==> src/rtl/periph_bus_arbiter.sv <==
// periph_bus_arbiter: round-robin sharing of the peripheral bus between two
// masters (M0 = CPU load/store unit, M1 = DMA/sequencer). Each transfer is a
// single-beat read or write of one 32-bit word; every bus-side and
// master-side output is registered.
module periph_bus_arbiter #(
    parameter int unsigned WAIT_STATES = 1,
    parameter logic [31:0] IDLE_ADDR   = 32'hFFFF_FFFF
) (
    input  logic        CLK,
    input  logic        HRESET,

    input  logic        M0_REQ,
    input  logic        M0_WRITE,
    input  logic [31:0] M0_ADDR,
    input  logic [31:0] M0_WDATA,
    output logic        M0_GNT,
    output logic        M0_DONE,
    output logic [31:0] M0_RDATA,

    input  logic        M1_REQ,
    input  logic        M1_WRITE,
    input  logic [31:0] M1_ADDR,
    input  logic [31:0] M1_WDATA,
    output logic        M1_GNT,
    output logic        M1_DONE,
    output logic [31:0] M1_RDATA,

    output logic        HWRITE,
    output logic [31:0] PADDR,
    output logic [31:0] PWDATA,
    input  logic [31:0] PRDATA
);

    localparam int unsigned CW = (WAIT_STATES > 0) ? $clog2(WAIT_STATES + 1) : 1;

    typedef enum logic [1:0] {
        ST_IDLE,
        ST_ACCESS,
        ST_DONE
    } state_e;

    state_e        state_q;
    logic [CW-1:0] wait_q;
    logic          last_owner_q;
    logic          hwrite_q;
    logic [31:0]   paddr_q;
    logic [31:0]   pwdata_q;
    logic [1:0]    gnt_q;
    logic [1:0]    done_q;
    logic [31:0]   rdata0_q;
    logic [31:0]   rdata1_q;

    logic          any_req_d;
    logic          pick_m1_d;

    // Round-robin choice: a lone requester wins, a tie goes to the master
    // that did not own the bus last.
    always_comb begin
        any_req_d = M0_REQ | M1_REQ;
        pick_m1_d = M1_REQ & (~M0_REQ | ~last_owner_q);
    end

    // Transfer FSM; arbitration only in IDLE, outputs registered alongside state.
    always_ff @(posedge CLK or negedge HRESET) begin
        if (!HRESET) begin
            state_q      <= ST_IDLE;
            wait_q       <= '0;
            last_owner_q <= 1'b1;
            hwrite_q     <= 1'b0;
            paddr_q      <= IDLE_ADDR;
            pwdata_q     <= '0;
            gnt_q        <= '0;
            done_q       <= '0;
            rdata0_q     <= '0;
            rdata1_q     <= '0;
        end else begin
            case (state_q)
                ST_IDLE: begin
                    gnt_q  <= '0;
                    done_q <= '0;
                    if (any_req_d) begin
                        last_owner_q <= pick_m1_d;
                        hwrite_q     <= pick_m1_d ? M1_WRITE : M0_WRITE;
                        paddr_q      <= pick_m1_d ? M1_ADDR  : M0_ADDR;
                        pwdata_q     <= pick_m1_d ? M1_WDATA : M0_WDATA;
                        gnt_q        <= pick_m1_d ? 2'b10 : 2'b01;
                        wait_q       <= CW'(WAIT_STATES);
                        state_q      <= ST_ACCESS;
                    end
                end
                ST_ACCESS: begin
                    if (wait_q == '0) begin
                        // Last ACCESS cycle: PRDATA still reflects the latched address.
                        if (!hwrite_q) begin
                            if (gnt_q[1]) rdata1_q <= PRDATA;
                            else          rdata0_q <= PRDATA;
                        end
                        hwrite_q <= 1'b0;
                        paddr_q  <= IDLE_ADDR;
                        done_q   <= gnt_q;
                        state_q  <= ST_DONE;
                    end else begin
                        wait_q <= wait_q - CW'(1);
                    end
                end
                ST_DONE: begin
                    gnt_q   <= '0;
                    done_q  <= '0;
                    state_q <= ST_IDLE;
                end
                default: begin
                    gnt_q   <= '0;
                    done_q  <= '0;
                    state_q <= ST_IDLE;
                end
            endcase
        end
    end

    assign M0_GNT   = gnt_q[0];
    assign M1_GNT   = gnt_q[1];
    assign M0_DONE  = done_q[0];
    assign M1_DONE  = done_q[1];
    assign M0_RDATA = rdata0_q;
    assign M1_RDATA = rdata1_q;
    assign HWRITE   = hwrite_q;
    assign PADDR    = paddr_q;
    assign PWDATA   = pwdata_q;

endmodule
==> config.mk <==
export PLATFORM = sky130hd
export DESIGN_NAME = periph_bus_arbiter
export DESIGN_NICKNAME = d
export VERILOG_FILES = /design/src/rtl/periph_bus_arbiter.sv
export SDC_FILE = /design/constraint.sdc
export NUM_CORES = 1
export LEC_CHECK = 0
export CORE_ASPECT_RATIO = 1.5
export CORE_MARGIN = 10
export CORE_UTILIZATION = 35
export DETAILED_ROUTE_END_ITERATION = 7
export PLACE_DENSITY = 0.82
export RECOVER_POWER = 100
export SETUP_SLACK_MARGIN = 0.2
export SLEW_MARGIN = 20
export SYNTH_ARGS = -nofsm -noshare
export SYNTH_HDL_FRONTEND = slang
export SYNTH_SLANG_ARGS = --single-unit
==> constraint.sdc <==
create_clock -name CLK -period 2.2 [get_ports CLK]
set_clock_uncertainty 0.05 [all_clocks]
set_input_delay 0.22 -clock CLK [delete_from_list [all_inputs] [get_ports CLK]]
set_output_delay 0.22 -clock CLK [all_outputs]
set_load 0.03 [all_outputs]
==> impl_results.md <==
* Reg2reg start: state_q[0]
* Critical path class: flip-flop to output pin
* Share of layout cells above drive strength 1 at 25.1%
* Initial Util at 35.9%
* CP top delay family: buffers and inverters
* Leakage power at 3.95 nW
* RSZ-0062 raised after global routing: false
* GPL Wtd Cong at 0.911
* H-tree depth at 4
* Sequential area share after synthesis at 59.5%
* Slew headroom at 14.5%
* Critical Path, Cell by Cell: dlygate4sd3_1
* Chip Height at 178 microns
* Final setup violation count at 0
* Residual DRC at 0
* Post_cts resized at 0
* Post-Syn Area at 5830 sq um
* Routed vias/inst at 4.87
* Total power at 0.0152 W
* Warnings, synthesis at 0
* Num rows at 57
* Switch Pwr at 0.00607 W
* RR Endpoint: PWDATA[20]
* Top-area cell type share of the netlist area at 44.6%
* Max_cap viols at 0
* Buf/Inv on CP at 1
* Slowest-stage cell, CP: dlygate4sd3_1
* Area of the multi-input gates at 2240 sq um
* Final TNS setup at 0 ns
* Area Overhead vs Synth at 66.6%
* Critical Path AT at 1.71 ns
* FF+latch area at 3470 sq um
* Placement Cell Area at 9130 sq um
* Worst Setup Slack, final at 0.218 ns
* Vias in the first global route at 4987
* Status: completed
* Dpl cells at 869
* 1st-pass router iterations at 4
* Fin area at 9720 sq um
* Fin crit period at 1.98 ns
* P_int at 0.00916 W
* Largest net degree at the start of global routing at 50
* Iteration-0 DRC Markers at 97
* Clk_lat worst skew at 0.40 ns
* Final antenna-violating net count at 0
* Peak VDD IR at 0.941 mV
* Dominant synthesized flop cell: dfrtp_1
* Gr usage total at 16.7%
* Post-route insts no fill at 904
* Placement Setup Slack at 0.172 ns
* Startpoint types: flip-flop
* Post-synth ARST share at 100%
* DIE AREA at 22300 sq um
* Commonest cells in the netlist: dfrtp_1, mux2_2, mux2i_1
* Critical Path Source: PADDR[27]
* Number of nets in the layout at 849
* Gr ovfl total at 0
* Delay of the slowest critical-path stage at 0.79 ns
* Clk buf depth at 2
* Crit path to: PADDR[27]
* Clock power frac at 19.2%
* Cell count along the critical path at 1
* Number of port buffers at 298
* Reg2reg path depth at 3
* CP Max Fanout at 2
* Final hold viol count at 0
* CTS clock-pin slew for the worst setup and hold paths at 0.06 ns
* Final Cycle Share at 90.1%
* Leading area contributor after synthesis: dfrtp_1
* Logic pwr share at 50.5%
* IO Count at 299
* Crit end category: output pin
* Fillers at 1289
* Worst R2R Setup Slack at 0.26 ns
* Clock Sinks at 137
* Post-Synthesis Cells at 379
* WL/cell at 21.1 microns
* Flop pwr share at 30.3%
* Number of buffers created by CTS at 17
* Pwr/cell area at 1570 nW/um^2
* Core area at 16300 sq um
* Syn avg cell area at 15.4 sq um
* DR vias at 4402
* Worst hold start: M0_ADDR[9]
* DP HPWL at 15100 microns
* Sw Ratio at 39.8%
* EDFF count, synth at 0
* Yosys cell types at 23
* Cell with the most instances after synthesis: dfrtp_1
* Antenna violations before repair at 2
* Max-slew violations at 0
* Clock root cell: clkbuf_16
* CTS tree: done
* First-pass GRT wire length at 29500 microns
* Mapped Nets at 545
* WP data required at 1.93 ns
* FF+latch count, synth at 137
* Max Clk Rate at 505 MHz
* Synth area leaders: dfrtp_1, mux2_2, dfstp_2
* Chip width at 125 microns
* WL final at 19100 microns
* Worst-Margin Slew at 1.28 ns
* Hold Crit Class: primary input to flip-flop
[logic make-up (layout without fill, tap and decap cells)]
logic type	after synthesis	after routing	synth area share, %
multiplexers	164	164	30.9
AND/OR/NAND/NOR	16	16	1.61
other	0	2	0
AO/OA/AOI/OAI	37	37	5.56
flip-flops	137	137	59.5
buffers and inverters	25	342	2.45
[final cells by class]
class	instances	area share, %
inverters	1	0.0386
clock buffers	19	4.56
diodes	2	0.0515
multi-input cells	217	23.0
well taps	206	2.65
flip-flops and latches	137	35.7
repair buffers	309	32.3
clock inverters	13	1.71
[metrics by stage]
step	utilization, %	hold slack (ns)
final	59.8	0.370
after global routing	59.7	0.381
after detailed placement	56.2	0.152
after floorplan	-	-0.126
after global placement	56.2	0.142
after CTS	60.0	0.291
[power by group through the flow]
stage	registers, W	logic, W	clock network [W]
CTS	0.00469	0.00828	0.00301
floorplan	0.00698	0.00239	0
global route	0.00480	0.00811	0.00311
finish	0.00462	0.00769	0.00292
detailed placement	0.00472	0.00826	0
global placement	0.00464	0.00812	0
[cells in the final DEF (no fill, tap or decap), types with 4 or more instances in the layout]
cell	n
clkbuf_16	17
dlygate4sd3_1	134
dfstp_2	33
dfrtp_1	104
nand2_1	5
mux2_2	97
buf_12	6
nor2_1	4
clkdlybuf4s50_1	164
mux2_1	32
mux2i_1	35
inv_6	4
a2bb2oi_1	32
[worst min path at each step]
| stage | to | cells past startpoint |
|---|---|---|
| 2_1_floorplan | HWRITE | 0 |
| 3_3_place_gp | PWDATA[14] | 1 |
| 3_5_place_dp | PWDATA[14] | 1 |
| 4_1_cts | PWDATA[14] | 2 |
| 5_1_grt | PADDR[28] | 3 |
| 6_report | PADDR[9] | 3 |
[sequential cells by signal, indices dropped and copies added, names as in the netlist]
signal / count
M1_RDATA: 32
HWRITE: 1
last_owner_q: 1
M0_RDATA: 32
wait_q: 1
done_q: 2
state_q: 2
PWDATA: 32
PADDR: 32
gnt_q: 2
[routing by layer]
layer / global-route usage (%) / wire length, microns / vias to the layer above
li1: - / - / 2002
met1: 18.2 / 7260 / 2200
met2: 29.3 / 10100 / 180
met3: 6.48 / 1500 / 18
met4: 4.81 / 231 / 2
met5: 0 / 7 / -
[repair_timing]
| item | CTS | global route |
|---|---|---|
| endpoints found under the hold margin | 45 | 0 |
| hold buffers | 1 | 0 |
| setup buffers | 0 | 0 |
No activity file was read; power rests on OpenSTA's default activity.
